`src/rtl/eth_pkg.sv`:
```
// Shared types for the Ethernet byte packer.
//   ETH_OUT_BYTES : default output word width in bytes
//   eth_word_t    : layout of one packed output word at the default width,
//                   {data, keep, last, err}; the FIFO stores this same bit
//                   order as a flat vector so other widths use it too.
//   pack_state_t  : overflow handling state (PASS, DROP, TERM)
package eth_pkg;

  localparam int ETH_OUT_BYTES = 4;

  typedef struct packed {
    logic [8*ETH_OUT_BYTES-1:0] data;
    logic [ETH_OUT_BYTES-1:0]   keep;
    logic                       last;
    logic                       err;
  } eth_word_t;

  typedef enum logic [1:0] {
    PASS = 2'd0,
    DROP = 2'd1,
    TERM = 2'd2
  } pack_state_t;

endpackage

```
`src/rtl/eth_word_fifo.sv`:
```
// Synchronous word FIFO for packed output words.
//   clk, rst   : clock, asynchronous active-high reset (pointers only)
//   push       : write request; accepted when not full, or full with a pop
//   push_data  : word to write
//   pop        : read request; honoured when not empty
//   pop_data   : head entry, forced to zero while empty
//   full/empty : occupancy flags
module eth_word_fifo #(
  parameter int WIDTH = 38,
  parameter int DEPTH = 4
) (
  input  logic             clk,
  input  logic             rst,
  input  logic             push,
  input  logic [WIDTH-1:0] push_data,
  input  logic             pop,
  output logic [WIDTH-1:0] pop_data,
  output logic             full,
  output logic             empty
);

  localparam int AW = $clog2(DEPTH);

  logic [AW:0]      wr_ptr_q, wr_ptr_d;
  logic [AW:0]      rd_ptr_q, rd_ptr_d;
  logic [WIDTH-1:0] mem_q [DEPTH];
  logic             push_ok;
  logic             pop_ok;

  // Extra pointer bit distinguishes full from empty when the indices match.
  assign empty   = (wr_ptr_q == rd_ptr_q);
  assign full    = (wr_ptr_q[AW] != rd_ptr_q[AW]) &&
                   (wr_ptr_q[AW-1:0] == rd_ptr_q[AW-1:0]);
  assign pop_ok  = pop && !empty;
  // A pop frees the head slot this cycle, so a push into a full FIFO is safe.
  assign push_ok = push && (!full || pop_ok);

  assign pop_data = empty ? '0 : mem_q[rd_ptr_q[AW-1:0]];

  always_comb begin
    wr_ptr_d = wr_ptr_q;
    rd_ptr_d = rd_ptr_q;
    if (push_ok) wr_ptr_d = wr_ptr_q + (AW+1)'(1);
    if (pop_ok)  rd_ptr_d = rd_ptr_q + (AW+1)'(1);
  end

  always_ff @(posedge clk or posedge rst) begin
    if (rst) begin
      wr_ptr_q <= '0;
      rd_ptr_q <= '0;
    end else begin
      wr_ptr_q <= wr_ptr_d;
      rd_ptr_q <= rd_ptr_d;
    end
  end

  always_ff @(posedge clk) begin
    if (push_ok) mem_q[wr_ptr_q[AW-1:0]] <= push_data;
  end

endmodule

```
`src/rtl/eth_byte_packer.sv`:
```
// Packs an 8-bit receive byte stream into OUT_BYTES-wide words with a keep
// mask and hands them downstream through a word FIFO.
//   inData/inDataValid/inDataLast/inDataErr : byte stream, no backpressure
//   outData/outKeep/outValid/outLast/outErr : word stream, valid/ready
//   outReady : word is consumed on a cycle with outValid && outReady
//   overflow : one-cycle pulse (registered) when a word or the final byte
//              of a discarded frame is dropped for lack of FIFO space
// Handshake: outValid stays high and the word fields hold steady until the
// cycle in which outReady is sampled high; that cycle transfers the word.
module eth_byte_packer
  import eth_pkg::*;
#(
  parameter int OUT_BYTES  = 4,
  parameter int FIFO_DEPTH = 4
) (
  input  logic                   clk,
  input  logic                   rst,
  input  logic [7:0]             inData,
  input  logic                   inDataValid,
  input  logic                   inDataLast,
  input  logic                   inDataErr,
  output logic [8*OUT_BYTES-1:0] outData,
  output logic [OUT_BYTES-1:0]   outKeep,
  output logic                   outValid,
  output logic                   outLast,
  output logic                   outErr,
  input  logic                   outReady,
  output logic                   overflow
);

  localparam int IDX_W = $clog2(OUT_BYTES);
  localparam int WW    = 8*OUT_BYTES + OUT_BYTES + 2;
  localparam logic [IDX_W-1:0] LAST_IDX = IDX_W'(OUT_BYTES-1);

  pack_state_t            state_q, state_d;
  logic [IDX_W-1:0]       idx_q, idx_d;
  logic [8*OUT_BYTES-1:0] acc_q, acc_d;
  logic                   frame_err_q, frame_err_d;
  logic                   overflow_q, overflow_d;

  logic [8*OUT_BYTES-1:0] word_data;
  logic [OUT_BYTES-1:0]   word_keep;
  logic                   word_err;
  logic                   word_end;
  logic                   fifo_push;
  logic [WW-1:0]          push_word;
  logic [WW-1:0]          head_word;
  logic                   fifo_full;
  logic                   fifo_empty;
  logic                   fifo_pop;
  logic                   push_space;

  assign outValid = !fifo_empty;
  assign fifo_pop = outValid && outReady;
  assign {outData, outKeep, outLast, outErr} = head_word;
  assign overflow = overflow_q;
  // Mirrors the FIFO's own acceptance rule so the FSM knows whether a push lands.
  assign push_space = !fifo_full || fifo_pop;

  // Candidate word: accumulator with the current byte merged into lane idx.
  // Lanes above idx are zero because the accumulator is cleared on each push.
  always_comb begin
    word_data = acc_q;
    word_data[{idx_q, 3'b000} +: 8] = inData;
    for (int i = 0; i < OUT_BYTES; i++) begin
      word_keep[i] = (i <= int'(idx_q));
    end
    word_err = inDataLast && (frame_err_q || inDataErr);
    word_end = (idx_q == LAST_IDX) || inDataLast;
  end

  always_comb begin
    state_d     = state_q;
    idx_d       = idx_q;
    acc_d       = acc_q;
    frame_err_d = frame_err_q;
    overflow_d  = 1'b0;
    fifo_push   = 1'b0;
    push_word   = '0;
    case (state_q)
      PASS: begin
        if (inDataValid) begin
          if (word_end) begin
            fifo_push   = 1'b1;
            push_word   = {word_data, word_keep, inDataLast, word_err};
            idx_d       = '0;
            acc_d       = '0;
            frame_err_d = inDataLast ? 1'b0 : (frame_err_q || inDataErr);
            if (!push_space) begin
              // Frame is now truncated; the terminator carries the error.
              overflow_d  = 1'b1;
              frame_err_d = 1'b0;
              state_d     = inDataLast ? TERM : DROP;
            end
          end else begin
            acc_d       = word_data;
            idx_d       = idx_q + IDX_W'(1);
            frame_err_d = frame_err_q || inDataErr;
          end
        end
      end
      DROP: begin
        if (inDataValid && inDataLast) state_d = TERM;
      end
      TERM: begin
        fifo_push = 1'b1;
        push_word = {{(8*OUT_BYTES){1'b0}}, {OUT_BYTES{1'b0}}, 1'b1, 1'b1};
        if (push_space) state_d = PASS;
        // Any frame ending while we wait is lost entirely.
        if (inDataValid && inDataLast) overflow_d = 1'b1;
      end
      default: state_d = PASS;
    endcase
  end

  always_ff @(posedge clk or posedge rst) begin
    if (rst) begin
      state_q     <= PASS;
      idx_q       <= '0;
      acc_q       <= '0;
      frame_err_q <= 1'b0;
      overflow_q  <= 1'b0;
    end else begin
      state_q     <= state_d;
      idx_q       <= idx_d;
      acc_q       <= acc_d;
      frame_err_q <= frame_err_d;
      overflow_q  <= overflow_d;
    end
  end

  eth_word_fifo #(
    .WIDTH (WW),
    .DEPTH (FIFO_DEPTH)
  ) u_fifo (
    .clk       (clk),
    .rst       (rst),
    .push      (fifo_push),
    .push_data (push_word),
    .pop       (fifo_pop),
    .pop_data  (head_word),
    .full      (fifo_full),
    .empty     (fifo_empty)
  );

endmodule

```
`config.mk`:
```
export PLATFORM = sky130hd
export DESIGN_NAME = eth_byte_packer
export DESIGN_NICKNAME = d
export VERILOG_FILES = /design/src/rtl/eth_pkg.sv /design/src/rtl/eth_word_fifo.sv /design/src/rtl/eth_byte_packer.sv
export SDC_FILE = /design/constraint.sdc
export NUM_CORES = 1
export LEC_CHECK = 0
export CAP_MARGIN = 40
export CORE_ASPECT_RATIO = 0.7
export CORE_UTILIZATION = 60
export CTS_BUF_LIST = sky130_fd_sc_hd__clkbuf_4 sky130_fd_sc_hd__clkbuf_8
export DETAILED_ROUTE_END_ITERATION = 10
export PLACE_DENSITY_LB_ADDON = 0.2
export SLEW_MARGIN = 40
export SYNTH_ARGS = -nofsm -noshare
export SYNTH_HDL_FRONTEND = slang
export SYNTH_SLANG_ARGS = --single-unit
```
`constraint.sdc`:
```
create_clock -name clk -period 7.2 [get_ports clk]
set_input_delay 1.08 -clock clk [delete_from_list [all_inputs] [get_ports clk]]
set_output_delay 1.08 -clock clk [all_outputs]
set_load 0.05 [all_outputs]
```
# == After elaboration in Yosys (flattened, before gate mapping) ==
# Memories as Yosys holds them, arrays and structs flattened.
# Cells that the tools add are included.
# W data, S select, Z words.
# word_totals
register_bits,44
mem_bits_rw,152
inputBits,14
out_inout_bits,40
wordCells,70
mem_count,1
# mem_list
name,words,width,read_ports,rd_clocked_by_memory_dff,wr,line,rtl
u_fifo.mem_q,4,38,1,0,1,eth_word_fifo.sv:26,logic [WIDTH-1:0] mem_q [DEPTH];
# op_classes
n_addsub,4
magnitude_cmp,3
eq_ne,11
n_shift,2
mux,27
n_reduce_logical,15
# ops
operator,n
$mux W38,3
$pmux W38 S2,1
$bwmux W32,1
$mux W32,1
$shift A8 B7 Y32 const A,1
$shiftx A8 B7 Y32,1
$mux W2,7
$mux W1,11
$ne A2 B2 Y1 const B,5
$neg A5 Y7,1
$add A3 B1 Y3 const B,2
$logic_and A1 B1 Y1,6
$pmux W2 S3,1
$reduce_and A5 Y1,1
$eq A2 B2 Y1 const B,2
$le A2 B2 Y1 const A,2
$logic_or A1 B1 Y1,4
$pmux W1 S2,2
$eq A3 B3 Y1,1
$add A2 B1 Y2 const B,1
$eq A2 B1 Y1 const B,1
$eq A2 B2 Y1,1
$le A1 B2 Y1 const A,1
$logic_not A1 Y1,2
3 further kinds,3

# == Logic depth before layout (Yosys ltp) ==
# Gate-level depths: netlist (run 1).
# depth
ltp_word,8
ltp_mapped,7
depth_no_buf,6

# == By module ==
# A second synthesis (run 1) with hierarchy kept.
# unflattened
cells_unflattened,522
area_unflattened_um2,8430.6
# by_module_without_submodules
module,instances,cells_each,area_each_um2,seq_area_each_um2
eth_word_fifo,1,277,6167.2,4714.5
eth_byte_packer,1,245,2263.4,950.9

# == Least setup slack after synthesis (run 1) ==
# OpenSTA, ideal clock, no wires.
# synth_path
kind,input-to-reg
start,in inDataLast
end,mem u_fifo.mem_q[3][0] (enable)
setup_time_ns,0.417
arrival_time_ns,2.727
required_ns,6.783
setup_slack_ns,4.057
cell_stages,4
path_buffers,1
path_cell_list,or2_1 buf_2 a21oi_2 nor4b_4
# synth_via
elab_chain_cells,7
# synth_rtl
item,line,rtl
"start, declared",eth_byte_packer.sv:20,"input logic inDataLast,"
$logic_or A1 B1 Y1,eth_byte_packer.sv:69,word_end = (idx_q == LAST_IDX) || inDataLast;
$mux W1,eth_byte_packer.sv:83,if (word_end) begin
$mux W1,eth_byte_packer.sv:82,if (inDataValid) begin
$pmux W1 S2,eth_byte_packer.sv:80,case (state_q)
$logic_and A1 B1 Y1,eth_word_fifo.sv:36,assign push_ok = push && (!full || pop_ok);
$mux W1,eth_word_fifo.sv:58,if (push_ok) mem_q[wr_ptr_q[AW-1:0]] <= push_data;
$mux W1 (not written as such),eth_word_fifo.sv:58,
"end, declared",eth_word_fifo.sv:26,
# No other way between the ends.

# == Worst setup path in the final report (run 1) ==
# layout_path
start,reg u_fifo.rd_ptr_q[0]
end,out outData[27]
# layout_via
elab_chain_cells,2
elab_cells_between_ends,3
cone_classes,1 x eq/ne; 1 x mux; 1 x memory
# layout_rtl
item,line,rtl
"start, declared",eth_word_fifo.sv:25,"logic [AW:0] rd_ptr_q, rd_ptr_d;"
"start signal, assigned",eth_word_fifo.sv:53,rd_ptr_q <= rd_ptr_d;
$mem_v2 Z4 W38 or $eq A3 B3 Y1 (tied branches),n/a,
$mux W38 (*),eth_word_fifo.sv:38,assign pop_data = empty ? '0 : mem_q[rd_ptr_q[AW-1:0]];
"end, declared",eth_byte_packer.sv:22,"output logic [8*OUT_BYTES-1:0] outData,"
# Mark *: on every way between the ends. The rest lies on a longest branch, timed or not.

==> metrics.md, run 1 <==
| Metric | Value |
|---|---|
| Post-Syn Nets | `~540` |
| Achievable Freq | `approximately 230 MHz` |
| Max IR drop VDD | `roughly 0.35 mV` |
| Slew Limit Fails | `0` |
| Worst setup SP type | `register` |
| CTS sink count | `between 150 and 200` |
| Chip height | `~100 um` |
| Min-delay worst type | `register to register` |
| Global-route wire length before repair | `roughly 25 mm` |
| Total grt overflow | `0` |
| # Max-Cap Violations | `0` |
| Postcts setup bufs | `0` |
| Largest cells by area after synthesis | `edfxtp_1 55%, dfrtp_1 13%, mux4_2 10%, a22o_1 3.4%, and2_1 3.2%` |
| Total negative slack | `0 ns` |
| Post-Synthesis Cells | `just over 500` |
| Finish-stage setup viols | `0` |
| Worst EP required | `~6.1 ns` |
| Fin area | `roughly 9400 um^2` |
| Post-synth EDFFs | `between 150 and 200` |
| Most frequent cell after synthesis | `edfxtp_1` |
| PwrDens | `about 470 nW/um^2` |
| Area leader, netlist | `edfxtp_1` |
| Initial antenna violation count | `0` |
| Drt pass-1 iters | `4` |
| Antenna Nets Post-Route | `0` |
| Routability cong. | `approximately 0.83` |
| Slew margin rel. | `49.8%` |
| DRC Markers | `0` |
| Hold buffers post-CTS | `0` |
| WP data arrival | `between 3 and 4 ns` |
| Period utilisation layout | `approximately three fifths` |
| Clock Skew | `~0.012 ns` |
| Inserted Diodes | `0` |
| Outcome | `finished clean` |
| FP Rows | `35` |
| Commonest cells in the synthesized netlist | `152 x edfxtp_1, 44 x dfrtp_1, 42 x and2_1` |
| Port-buffer cells | `53` |
| Final HPWL DP | `a little under 10 mm` |
| Worst Setup End Kind | `output pin` |
| Synth Warn # | `0` |
| Crit path max fanout | `22` |
| Delay-heaviest family, CP | `buffers and inverters` |
| Count of cell types in the netlist | `39` |
| Die footprint | `14400 um^2` |
| Fin util | `~70%` |
| RSZ-0062 raised after global routing | `no` |
| Fin cells | `about 750` |
| Hold Vio Cnt, Final | `0` |
| CTS tree | `yes` |
| Dpl cells | `~720` |
| Largest net degree at the start of global routing | `45` |
| Worst-Skew Late Latency | `0.47 ns` |
| Area growth syn-to-layout | `12.5%` |
| Bufs and invs on worst path | `2` |
| Fin crit period | `4.38 ns` |
| Crit-path max cell delay | `slightly below 0.9 ns` |
| DR iter-0 viols | `between 400 and 500` |
| IO Pins | `54` |
| Layout cell share with drive strength beyond 1 | `between 10% and 20%` |
| Worst path slowest cell | `dfrtp_2` |
| Async S/R FF share, synth | `between 20% and 30%` |
| Placed instance area | `about 9000 um^2` |
| Die width | `about 140 um` |
| Seq cells post-synth | `a little under 200` |
| # nets final | `between 500 and 600` |
| Initial Util | `between 60 and 70%` |
| H-tree levels | `4` |
| Vias per inst | `just under 6` |
| Tot GR Track Use | `24.5%` |
| Largest buffer count on any clock path | `2` |
| Root Driver | `clkbuf_8` |
| Final Power | `between 4000 and 5000 uW` |
| Post-synthesis sequential area ratio | `between 60% and 70%` |
| Cell Chain, Critical Path | `buf_4 -> mux4_2 -> and2_1 -> clkdlybuf4s50_1` |
| Static Leak | `0.00336 uW` |
| Core ar. | `~13000 um^2` |
| Number of global-route vias before repair | `4538` |
| Post-Syn Area | `approximately 8300 um^2` |
| Via Count | `approximately 4500` |
| Cts repair resizes | `0` |
| Synth top area share | `a little over half` |
| Worst-Margin Slew | `0.752 ns` |
| Routed WL | `about 16 mm` |
| Most used DFF post-synth | `edfxtp_1` |
| Synthesized area per cell | `~16 um^2` |
| Kind of critical path | `register to output pin` |
| TritonCTS Buffers | `17` |
| WL per Instance | `approximately 21 um` |
| Clk slew on worst S/H paths | `approximately 0.090 ns` |
## final cells by class
cell class / count / area (um^2)
Clock inverter: 14 / 165
Inverter: 7 / 26.3
Fill cell: 872 / 3990
Tap cell: 185 / 231
Multi-Input combinational cell: 275 / 2470
Sequential cell: 196 / 5670
Clock buffer: 18 / 241
Timing Repair Buffer: 58 / 568
## logic make-up (layout without fill, tap and decap cells)
| kind of cell | after synthesis | count (layout) | share of synthesized area [%] |
|---|---|---|---|
| flip-flops | 196 | 196 | 68.0 |
| AND/OR/NAND/NOR | 137 | 137 | 9.92 |
| AO/OA/AOI/OAI | 79 | 79 | 6.33 |
| multiplexers | 41 | 41 | 10.7 |
| buffers and inverters | 40 | 97 | 2.42 |
| adder cells (fa/ha/maj) | 11 | 11 | 1.65 |
| XOR/XNOR | 7 | 7 | 0.917 |
## sequential cells by signal (all words and copies together) (netlist names)
| register | flops |
|---|---|
| u_fifo.mem_q | 152 |
| acc_q | 32 |
| u_fifo.rd_ptr_q | 3 |
| u_fifo.wr_ptr_q | 3 |
| idx_q | 2 |
| state_q | 2 |
| frame_err_q | 1 |
| overflow | 1 |
## routing by layer
layer | GRT usage, % | wire (um) | up-vias | part of all wire, %
li1 | - | - | 2002 | -
met1 | 35.5 | 7310 | 2312 | 46
met2 | 37.4 | 7360 | 135 | 47
met3 | 5.46 | 887 | 23 | 5.6
met4 | 8.35 | 263 | 0 | 1.7
met5 | 0 | 0 | - | 0
## report_power, final
| group | switching [uW] | internal [uW] | total [uW] |
|---|---|---|---|
| Sequential | 107 | 1420 | 1530 |
| Combinational | 1330 | 783 | 2110 |
| Clock | 400 | 323 | 723 |
## final timing paths
check	start	endpoint	slack (ns)	depth (start not counted)
max in group asynchronous	rst	u_fifo.rd_ptr_q[0]	5.73	3
worst min register to register	acc_q[9]	acc_q[9]	0.50	1
worst max-delay path	u_fifo.rd_ptr_q[0]	outData[27]	2.82	4
worst max register to register	state_q[0]	u_fifo.mem_q[2][17]	4.46	4
worst min-delay path	acc_q[9]	acc_q[9]	0.50	1
min in group asynchronous	rst	acc_q[14]	1.05	3
## metrics by stage
stage,hold slack (ns),setup slack [ns]
floorplan,0.458,4.06
finish,0.502,2.82
detailed placement,0.478,3.23
global placement,0.475,3.28
global route,0.519,2.59
CTS,0.504,2.70
## placed cells by master (no fill, tap or decap), drive strengths merged, types with 2 or more instances in the layout
cell type / Yosys / routed
inv: 7 / 13
mux4: 38 / 38
a21oi: 37 / 37
nor3: 3 / 3
clkbuf: 6 / 18
edfxtp: 152 / 152
bufinv: 0 / 2
clkdlybuf4s50: 0 / 53
nor2b: 29 / 29
clkinv: 0 / 5
nand2: 8 / 8
nor2: 38 / 38
nor3b: 2 / 2
and2b: 6 / 6
and3: 2 / 2
o21ai: 7 / 7
xnor2: 3 / 3
and2: 42 / 42
mux2: 2 / 2
buf: 27 / 5
xor2: 4 / 4
ha: 11 / 11
nor4b: 2 / 2
a22o: 32 / 32
dfrtp: 44 / 44
nand3: 2 / 2
No activity file was read; power rests on OpenSTA's default activity.
==> run 2, diff against run 1 <==
- CORE_UTILIZATION: 60 -> 55
- clock period: 7.2 -> 3.96 ns (I/O delays scaled with it)
==> run 2 against run 1 <==
Effect of this change: setup slack got worse by 1.8 ns; clock skew up 0.0073 ns; critical path depth is 1 lower; flip-flop and latch count unchanged; largest cell class unchanged; clock power up 74%; final cell count is 2.5% higher; utilization fell by 6.7 points; sequential share of layout area up 0.19 points; highest routed layer unchanged; register-to-register slack worse by 3.3 ns; first-iteration DRC count fell by 3.0%.
==> metrics.md, run 2 (same netlist as run 1, synthesis figures left out) <==
| Metric | Value |
|---|---|
| Outcome | `finished clean (unchanged)` |
| WL per Instance | `21.7 um (was 21.0 um)` |
| Worst Setup EP | `outValid (was outData[27])` |
| Reg2Reg Setup Slack | `1.20 ns (was 4.46 ns)` |
| Core ar. | `14700 um^2 (was 13400 um^2)` |
| TritonCTS Buffers | `17 (unchanged)` |
| Fillers | `1105 (was 872)` |
| Die footprint | `15600 um^2 (was 14400 um^2)` |
| Min-delay worst type | `register to register (unchanged)` |
| Antenna Nets Post-Route | `0 (unchanged)` |
| Bufs and invs on worst path | `1 (was 2)` |
| Static Leak | `0.00344 uW (was 0.00336 uW)` |
| Worst Hold Depth | `1 (unchanged)` |
| Max reg flops | `152 (unchanged)` |
| Routability cong. | `0.782 (was 0.828)` |
| Critical path launch point | `u_fifo.wr_ptr_q[1] (was u_fifo.rd_ptr_q[0])` |
| Root Driver | `clkbuf_8 (unchanged)` |
| Fin crit period | `between 2 and 3 ns` |
| Crit path max fanout | `5 (was 22)` |
| Worst Setup End Kind | `output pin (unchanged)` |
| Number of global-route vias before repair | `4619 (was 4538)` |
| Initial Util | `56.6% (was 62.3%)` |
| Worst setup SP type | `register (unchanged)` |
| IO Pins | `54 (unchanged)` |
| R2r endpoint | `u_fifo.mem_q[0][32] (was u_fifo.mem_q[2][17])` |
| Sequential cell area | `5670 um^2 (unchanged)` |
| Cts repair resizes | `0 (unchanged)` |
| Total grt overflow | `0 (unchanged)` |
| Global-route wire length before repair | `26.4 mm (was 25.1 mm)` |
| Period utilisation layout | `about three quarters` |
| Hold WS | `0.501 ns (was 0.502 ns)` |
| Die width | `149 um (was 143 um)` |
| Inserted Diodes | `0 (unchanged)` |
| DR iter-0 viols | `389 (was 401)` |
| Area growth syn-to-layout | `12.1% (was 12.5%)` |
| Final Power | `7840 uW (was 4360 uW)` |
| Layout cell share with drive strength beyond 1 | `24.3% (was 16.2%)` |
| Chip height | `105 um (was 101 um)` |
| Worst path slowest cell | `clkdlybuf4s50_1 (was dfrtp_2)` |
| Hold Vio Cnt, Final | `0 (unchanged)` |
| Commonest non-fill, non-tap cell in the layout | `edfxtp_1 (unchanged)` |
| Clock Skew | `0.0193 ns (was 0.0121 ns)` |
| Worst-Margin Slew | `0.680 ns (was 0.752 ns)` |
| DRC Markers | `0 (unchanged)` |
| CTS tree | `yes (unchanged)` |
| Commonest cells after routing, fill and taps aside | `152 x edfxtp_1, 52 x buf_4, 43 x dfrtp_1 (was 152 x edfxtp_1, 53 x clkdlybuf4s50_1, 43 x dfrtp_1)` |
| Delay-heaviest family, CP | `buffers and inverters (unchanged)` |
| Slew Limit Fails | `0 (unchanged)` |
| Crit-path max cell delay | `0.74 ns (was 0.87 ns)` |
| Postcts setup bufs | `0 (unchanged)` |
| Port-buffer cells | `53 (unchanged)` |
| Tot GR Track Use | `23.2% (was 24.5%)` |
| Routed WL | `16.8 mm (was 15.8 mm)` |
| Achievable Freq | `~340 MHz` |
| Largest buffer count on any clock path | `2 (unchanged)` |
| RSZ-0062 raised after global routing | `no (unchanged)` |
| Final HPWL DP | `10.6 mm (was 9.64 mm)` |
| Kind of critical path | `register to output pin (unchanged)` |
| Clk slew on worst S/H paths | `0.11 ns (was 0.09 ns)` |
| # nets final | `589 (was 580)` |
| RR Startpoint | `idx_q[0] (was state_q[0])` |
| Worst EP required | `3.37 ns (was 6.12 ns)` |
| Initial antenna violation count | `0 (unchanged)` |
| Vias per inst | `5.88 (was 5.94)` |
| FP Rows | `37 (was 35)` |
| Max IR drop VDD | `0.575 mV (was 0.346 mV)` |
| FF-to-FF path depth | `6 (was 4)` |
| Crit path depth | `3 (was 4)` |
| Largest net degree at the start of global routing | `45 (unchanged)` |
| PwrDens | `839 nW/um^2 (was 466 nW/um^2)` |
| WP data arrival | `2.34 ns (was 3.30 ns)` |
| Finish-stage setup viols | `0 (unchanged)` |
| H-tree levels | `4 (unchanged)` |
| Total negative slack | `0 ns (unchanged)` |
| Cell Chain, Critical Path | `xor2_1 -> or3b_4 -> clkdlybuf4s50_1 (was buf_4 -> mux4_2 -> and2_1 -> clkdlybuf4s50_1)` |
| Fin area | `9340 um^2 (was 9370 um^2)` |
| Drt pass-1 iters | `5 (was 4)` |
| Hold buffers post-CTS | `0 (unchanged)` |
| Placed instance area | `8940 um^2 (was 8960 um^2)` |
| CTS sink count | `196 (unchanged)` |
| Worst-Skew Late Latency | `0.47 ns (about the same)` |
| Multi-input gate area in the final layout | `2460 um^2 (was 2470 um^2)` |
| # Max-Cap Violations | `0 (unchanged)` |
| Via Count | `4540 (was 4472)` |
| Slew margin rel. | `54.6% (was 49.8%)` |
## run 2: final cells by class
class,instances,share of cell area (%)
repair buffers,67,5.79
multi-input cells,275,26.4
well taps,195,2.61
flip-flops and latches,196,60.7
inverters,7,0.281
clock inverters,14,1.66
clock buffers,18,2.59
## run 2: power breakdown
part	internal, uW	switching [uW]
Sequential	2580	130
Combinational	1330	2530
Clock	485	780
## run 2: per-layer routing
| metal | vias to the layer above | track usage, % | wire (um) |
|---|---|---|---|
| met2 | 159 | 33.4 | 7560 |
| met3 | 19 | 4.98 | 1020 |
| met1 | 2340 | 36.0 | 7960 |
| met5 | - | 0 | 0 |
| met4 | 0 | 6.63 | 220 |
| li1 | 2022 | - | - |
## run 2: worst min path at each step
stage | start | to | slack (ns)
floorplan | acc_q[24] | acc_q[24] | 0.46
global route | acc_q[7] | acc_q[7] | 0.52
finish | acc_q[18] | acc_q[18] | 0.50
global placement | acc_q[2] | acc_q[2] | 0.48
CTS | acc_q[18] | acc_q[18] | 0.50
detailed placement | acc_q[1] | acc_q[1] | 0.48
## run 2: metrics by stage
| step | std cells | util, % | worst slack (ns) |
|---|---|---|---|
| floorplan | 511 | - | 1.24 |
| global placement | 740 | 60.7 | 0.794 |
| detailed placement | 740 | 60.7 | 0.680 |
| CTS | 772 | 63.4 | 1.00 |
| global route | 772 | 63.4 | 0.915 |
| finish | 772 | 63.4 | 1.03 |
